<file path="src/rtl/eth_frame_arbiter.sv">
// eth_frame_arbiter: frame-granular arbiter sharing one eth_axis_tx input.
// Define ETH_ARB_STRICT_PRIO_EN for fixed lowest-index-wins priority.
module eth_frame_arbiter #(
    parameter  int PORTS      = 2,
    parameter  int DATA_WIDTH = 8,
    localparam int SEL_W      = $clog2(PORTS)
) (
    input  logic                        clk,
    input  logic                        rst,
    input  logic [PORTS-1:0]            s_eth_hdr_valid,
    output logic [PORTS-1:0]            s_eth_hdr_ready,
    input  logic [PORTS*48-1:0]         s_eth_dest_mac,
    input  logic [PORTS*48-1:0]         s_eth_src_mac,
    input  logic [PORTS*16-1:0]         s_eth_type,
    input  logic [PORTS*DATA_WIDTH-1:0] s_eth_payload_axis_tdata,
    input  logic [PORTS-1:0]            s_eth_payload_axis_tvalid,
    input  logic [PORTS-1:0]            s_eth_payload_axis_tlast,
    input  logic [PORTS-1:0]            s_eth_payload_axis_tuser,
    output logic [PORTS-1:0]            s_eth_payload_axis_tready,
    output logic                        m_eth_hdr_valid,
    input  logic                        m_eth_hdr_ready,
    output logic [47:0]                 m_eth_dest_mac,
    output logic [47:0]                 m_eth_src_mac,
    output logic [15:0]                 m_eth_type,
    output logic [DATA_WIDTH-1:0]       m_eth_payload_axis_tdata,
    output logic                        m_eth_payload_axis_tvalid,
    output logic                        m_eth_payload_axis_tlast,
    output logic                        m_eth_payload_axis_tuser,
    input  logic                        m_eth_payload_axis_tready,
    output logic [SEL_W-1:0]            grant_index,
    output logic                        busy,
    output logic [15:0]                 frame_count
);

    typedef enum logic [1:0] {
        IDLE,
        HDR,
        PAYLOAD
    } state_t;

    state_t           state;
    state_t           state_next;
    logic [SEL_W-1:0] grant_next;
    logic [SEL_W-1:0] pick;
    logic             any_req;
    logic             hdr_fire;
    logic             last_fire;

    assign any_req = |s_eth_hdr_valid;
    assign busy    = (state != IDLE);

    assign hdr_fire = (state == HDR)
                    && s_eth_hdr_valid[grant_index]
                    && m_eth_hdr_ready;

    assign last_fire = (state == PAYLOAD)
                     && s_eth_payload_axis_tvalid[grant_index]
                     && s_eth_payload_axis_tlast[grant_index]
                     && m_eth_payload_axis_tready;

`ifdef ETH_ARB_STRICT_PRIO_EN
    // Scan downward so the lowest-index requester is the last to overwrite.
    always_comb begin
        logic [SEL_W-1:0] cand;
        cand = '0;
        pick = '0;
        for (int i = PORTS - 1; i >= 0; i--) begin
            cand = SEL_W'(i);
            if (s_eth_hdr_valid[cand]) pick = cand;
        end
    end
`else
    logic [SEL_W-1:0] last_grant;

    // Scan from farthest to nearest after last_grant; nearest wins.
    always_comb begin
        logic [SEL_W-1:0] cand;
        int               idx;
        cand = '0;
        idx  = 0;
        pick = '0;
        for (int i = PORTS; i >= 1; i--) begin
            idx  = (int'(last_grant) + i) % PORTS;
            cand = SEL_W'(idx);
            if (s_eth_hdr_valid[cand]) pick = cand;
        end
    end

    always_ff @(posedge clk) begin
        if (rst) begin
            last_grant <= SEL_W'(PORTS - 1);
        end else if (last_fire) begin
            last_grant <= grant_index;
        end
    end
`endif

    always_ff @(posedge clk) begin
        if (rst) begin
            state       <= IDLE;
            grant_index <= '0;
            frame_count <= '0;
        end else begin
            state       <= state_next;
            grant_index <= grant_next;
            if (last_fire) frame_count <= frame_count + 16'd1;
        end
    end

    always_comb begin
        state_next                = state;
        grant_next                = grant_index;
        s_eth_hdr_ready           = '0;
        s_eth_payload_axis_tready = '0;
        m_eth_hdr_valid           = 1'b0;
        m_eth_dest_mac            = '0;
        m_eth_src_mac             = '0;
        m_eth_type                = '0;
        m_eth_payload_axis_tdata  = '0;
        m_eth_payload_axis_tvalid = 1'b0;
        m_eth_payload_axis_tlast  = 1'b0;
        m_eth_payload_axis_tuser  = 1'b0;
        unique case (state)
            IDLE: begin
                if (any_req) begin
                    grant_next = pick;
                    state_next = HDR;
                end
            end
            HDR: begin
                m_eth_hdr_valid = s_eth_hdr_valid[grant_index];
                m_eth_dest_mac  = s_eth_dest_mac[grant_index*48 +: 48];
                m_eth_src_mac   = s_eth_src_mac[grant_index*48 +: 48];
                m_eth_type      = s_eth_type[grant_index*16 +: 16];
                s_eth_hdr_ready[grant_index] = m_eth_hdr_ready;
                if (hdr_fire) state_next = PAYLOAD;
            end
            PAYLOAD: begin
                m_eth_payload_axis_tdata =
                    s_eth_payload_axis_tdata[grant_index*DATA_WIDTH +: DATA_WIDTH];
                m_eth_payload_axis_tvalid = s_eth_payload_axis_tvalid[grant_index];
                m_eth_payload_axis_tlast  = s_eth_payload_axis_tlast[grant_index];
                m_eth_payload_axis_tuser  = s_eth_payload_axis_tuser[grant_index];
                s_eth_payload_axis_tready[grant_index] = m_eth_payload_axis_tready;
                if (last_fire) state_next = IDLE;
            end
            default: begin
                state_next = IDLE;
            end
        endcase
    end

endmodule

</file>
<file path="config.mk">
export PLATFORM = sky130hd
export DESIGN_NAME = eth_frame_arbiter
export DESIGN_NICKNAME = d
export VERILOG_FILES = /design/src/rtl/eth_frame_arbiter.sv
export SDC_FILE = /design/constraint.sdc
export NUM_CORES = 1
export LEC_CHECK = 0
export CAP_MARGIN = 20
export CELL_PAD_IN_SITES_DETAIL_PLACEMENT = 0
export CELL_PAD_IN_SITES_GLOBAL_PLACEMENT = 1
export CORE_AREA = 3 3 156 158
export CTS_CLUSTER_DIAMETER = 120
export CTS_CLUSTER_SIZE = 24
export DETAILED_ROUTE_END_ITERATION = 10
export DIE_AREA = 0 0 159 161
export GPL_TIMING_DRIVEN = 0
export PLACE_DENSITY_LB_ADDON = 0.1
export SKIP_CTS_REPAIR_TIMING = 1
export SYNTH_ARGS = -nofsm -noshare
export SYNTH_HDL_FRONTEND = slang
export SYNTH_SLANG_ARGS = --single-unit
</file>
<file path="constraint.sdc">
create_clock -name clk -period 1.9 [get_ports clk]
set_clock_uncertainty 0.15 [all_clocks]
set_input_delay 0.19 -clock clk [delete_from_list [all_inputs] [get_ports clk]]
set_output_delay 0.19 -clock clk [all_outputs]
set_load 0.1 [all_outputs]
</file>
==> results.yml <==
worst_setup_path:
  r2r_slack_ns: -0.19
  worstSetupPathType: "reg2out"
  end_kind: "primary output"
  r2r_start: "grant_index"
  r2r-end: "frame_count[13]"
  critPathSlowestCell: "dfxtp_4"
  cp_common_cell: "buf_12"
  cp-startpoint: "grant_index"
  critPathLaunchType: "flip-flop"
  cp_max_fo: 13
  max_stage_delay_ns: 0.34
  cp_num_buf_inv: 5
  rr_worst_depth: 6
  cp_top_family: "buffers and inverters"
  crit_path_cell_trace: "buf_6 -> buf_12 -> buf_12 -> buf_16 -> mux2i_2 -> nor2_4 -> buf_4"
  critPathArrivalTime_ns: 1.78
  required_ns: 1.56
finish:
  stdcell_count: 1128
  drive_above_1_share_pct: 55.9
  antenna_cells: 0
  nets: 1063
  fin_util_pct: 43.0
  syn_to_final_growth_pct: 258
timing:
  hold_viol: 0
  rsz0062_at_grt: "yes"
  slew_viol_final: 0
  relSlewSlack_pct: 28.5
  period_minus_slack_ns: 2.12
  worst_pin_slew_ns: 1.07
  clock.fmax_mhz: 471
  finalSetupViolCount: 135
  period_share_pct: 112
  layout_setup_ws_ns: -0.221
grt:
  grt_pass1_vias: 4673
  grt-ovfl-total: 0
  met1_usage_pct: 16.9
  met3_usage_pct: 4.05
  grt_pass1_wl_mm: 30.8
  grt_use_met2_pct: 30.7
  antenna_found_initial: 2
  grt-busiest-layer: "met2"
  grt_max_degree: 12
  grt_use_total_pct: 15.5
synthesis:
  synth-simple-area-share_pct: 26.9
  synth_cells: 394
  synth-seq-area-share_pct: 14.3
  synth_compound_area_share_pct: 6.40
  syn_nets: 647
  synth_xor_area_share_pct: 0.940
  yosysTopAreaCell: "mux2i_1"
  synthTopCellsByArea: "mux2i_1 45%, nor2_1 18%, dfxtp_1 14%"
  synth_top_family_by_area: "multiplexers"
  synth_top_area_share_pct: 44.8
  synth-adder-area-share_pct: 0.448
  synth.distinct_cells: 36
  yosys_warnings: 0
  synthMuxAreaShare_pct: 44.8
  syn-cell-area_sq_um: 2800
  syn_avg_cell_area_sq_um: 7.09
  synth-seq-cells: 20
drt:
  dr.pass1.iters: 4
  viasPerCell: 4.12
  ant_nets: 0
  drt-wirelength-per-cell_microns: 19.7
  vias: 4649
  drc: 0
  totalWireLength_mm: 22.3
  initialDrtViolationCount: 144
clocking:
  insertion_delay_ns: 0.25
  clk_pin_slew_ns: 0.06
  tritoncts: "yes"
  cts_max_path_buffers: 2
  clock-sinks: 20
  numCtsBuffers: 3
  htree_levels: 1
  clock-root-buffer: "clkbuf_16"
place:
  dp_hpwl_mm: 18.8
  dp_cells: 1111
  gp_congestion: 0.793
  port_buffers: 396
status:
  status: "complete, but fails checks"
  failed_checks: "negative setup slack"
die:
  die_area_sq_um: 25600
  start_util_pct: 12.0
  core_area_sq_um: 23300
  die_h_microns: 161
  rows: 56
  die_w_microns: 159
  num_io_pins: 398
power:
  max-vdd-ir-drop_mv: 0.357
  leakage_nw: 3.63
  power_density_nw_per_um2: 504
hold_path:
  hold_end: "frame_count[2]"
  hold_path_depth: 2
  min_path_type: "in2reg"
  hp-start: "rst"
flow_run:
  max_cap_viol_count: 0
## flip-flops by register name, indices dropped and copies added (netlist names)
name,cells
state,2
last_grant,1
grant_index,1
frame_count,16
## routing by layer
metal  wire length (microns)  up-vias
met5                      22        -
met4                     346        4
met3                    1360       24
met2                   12500      197
met1                    8070     2213
li1                        -     2211
## worst register-to-register path: stages (launching register included)
cell and delay (ns):
dfxtp_4 0.34, buf_6 0.13, mux2i_2 0.18, or4_4 0.58
buf_4 0.16, or3_4 0.36, a21oi_2 0.12
## stage by stage
step	area (sq um)	hold slack [ns]	worst slack [ns]	power, W	setup TNS, ns
finish	10000	0.219	-0.221	0.00505	-18.23
global route	10000	0.275	-0.290	0.00521	-27.97
detailed placement	8310	0.338	-1.76	0.00401	-178.72
CTS	8390	0.209	-2.06	0.00446	-216.73
floorplan	3920	0.204	-0.240	0.00292	-23.46
global placement	8280	0.323	-1.72	0.00398	-181.99
## synthesized netlist by cell type, drive strengths merged
library cell / number
or4: 3
o31ai: 1
nor2b: 1
buf: 15
xnor2: 3
nand3: 5
and3: 2
ha: 1
o22a: 1
clkbuf: 19
nand4: 3
nor2: 135
o21ai: 10
inv: 7
mux2i: 125
and4: 1
or3: 10
nand2: 6
nand3b: 3
dfxtp: 20
a211oi: 1
nor4: 1
a211o: 1
a32oi: 1
nor3: 1
o32ai: 1
o31a: 1
and2: 1
o21ba: 1
a21oi: 12
nand2b: 2
## cells in the final DEF (no fill, tap or decap), types with 9 or more instances in the layout
master,synthesis,final
buf_8,0,10
o21ai_0,10,10
dfxtp_2,0,13
or3_1,10,9
clkbuf_4,0,16
dlymetal6s2s_1,0,17
buf_6,1,37
buf_12,0,38
mux2i_4,0,63
nor2_4,0,128
buf_4,1,61
mux2i_2,0,54
clkdlybuf4s50_1,0,250
## where the power goes
group          internal (W)  switching, W  leakage [nW]  total (W)
clock              0.000281      0.000161        0.0385   0.000442
combinational       0.00159       0.00259          3.42    0.00417
sequential         0.000422    0.00000780         0.170   0.000430
## area by class of cell
class	instances	area, sq um
plain buffers	33	457
flip-flops and latches	20	428
clock buffers	3	75.1
inverters	7	26.3
repair buffers	412	4410
well taps	319	399
multi-input cells	333	4210
clock inverters	1	3.75
fillers	2244	13300
## worst max path at each step
stage / to / cells after the start
global route: m_eth_dest_mac[37] / 7
CTS: m_eth_src_mac[28] / 6
global placement: m_eth_src_mac[28] / 6
detailed placement: m_eth_src_mac[28] / 6
floorplan: m_eth_hdr_valid / 4
finish: m_eth_dest_mac[33] / 7
## cell families (layout without fill, tap and decap cells)
logic type	count (synthesis)	in the layout
AND/OR/NAND/NOR	174	174
multiplexers	125	125
buffers and inverters	41	456
AO/OA/AOI/OAI	30	30
flip-flops	20	20
XOR/XNOR	3	3
adder cells (fa/ha/maj)	1	1
(Power assumes the default switching activity.)
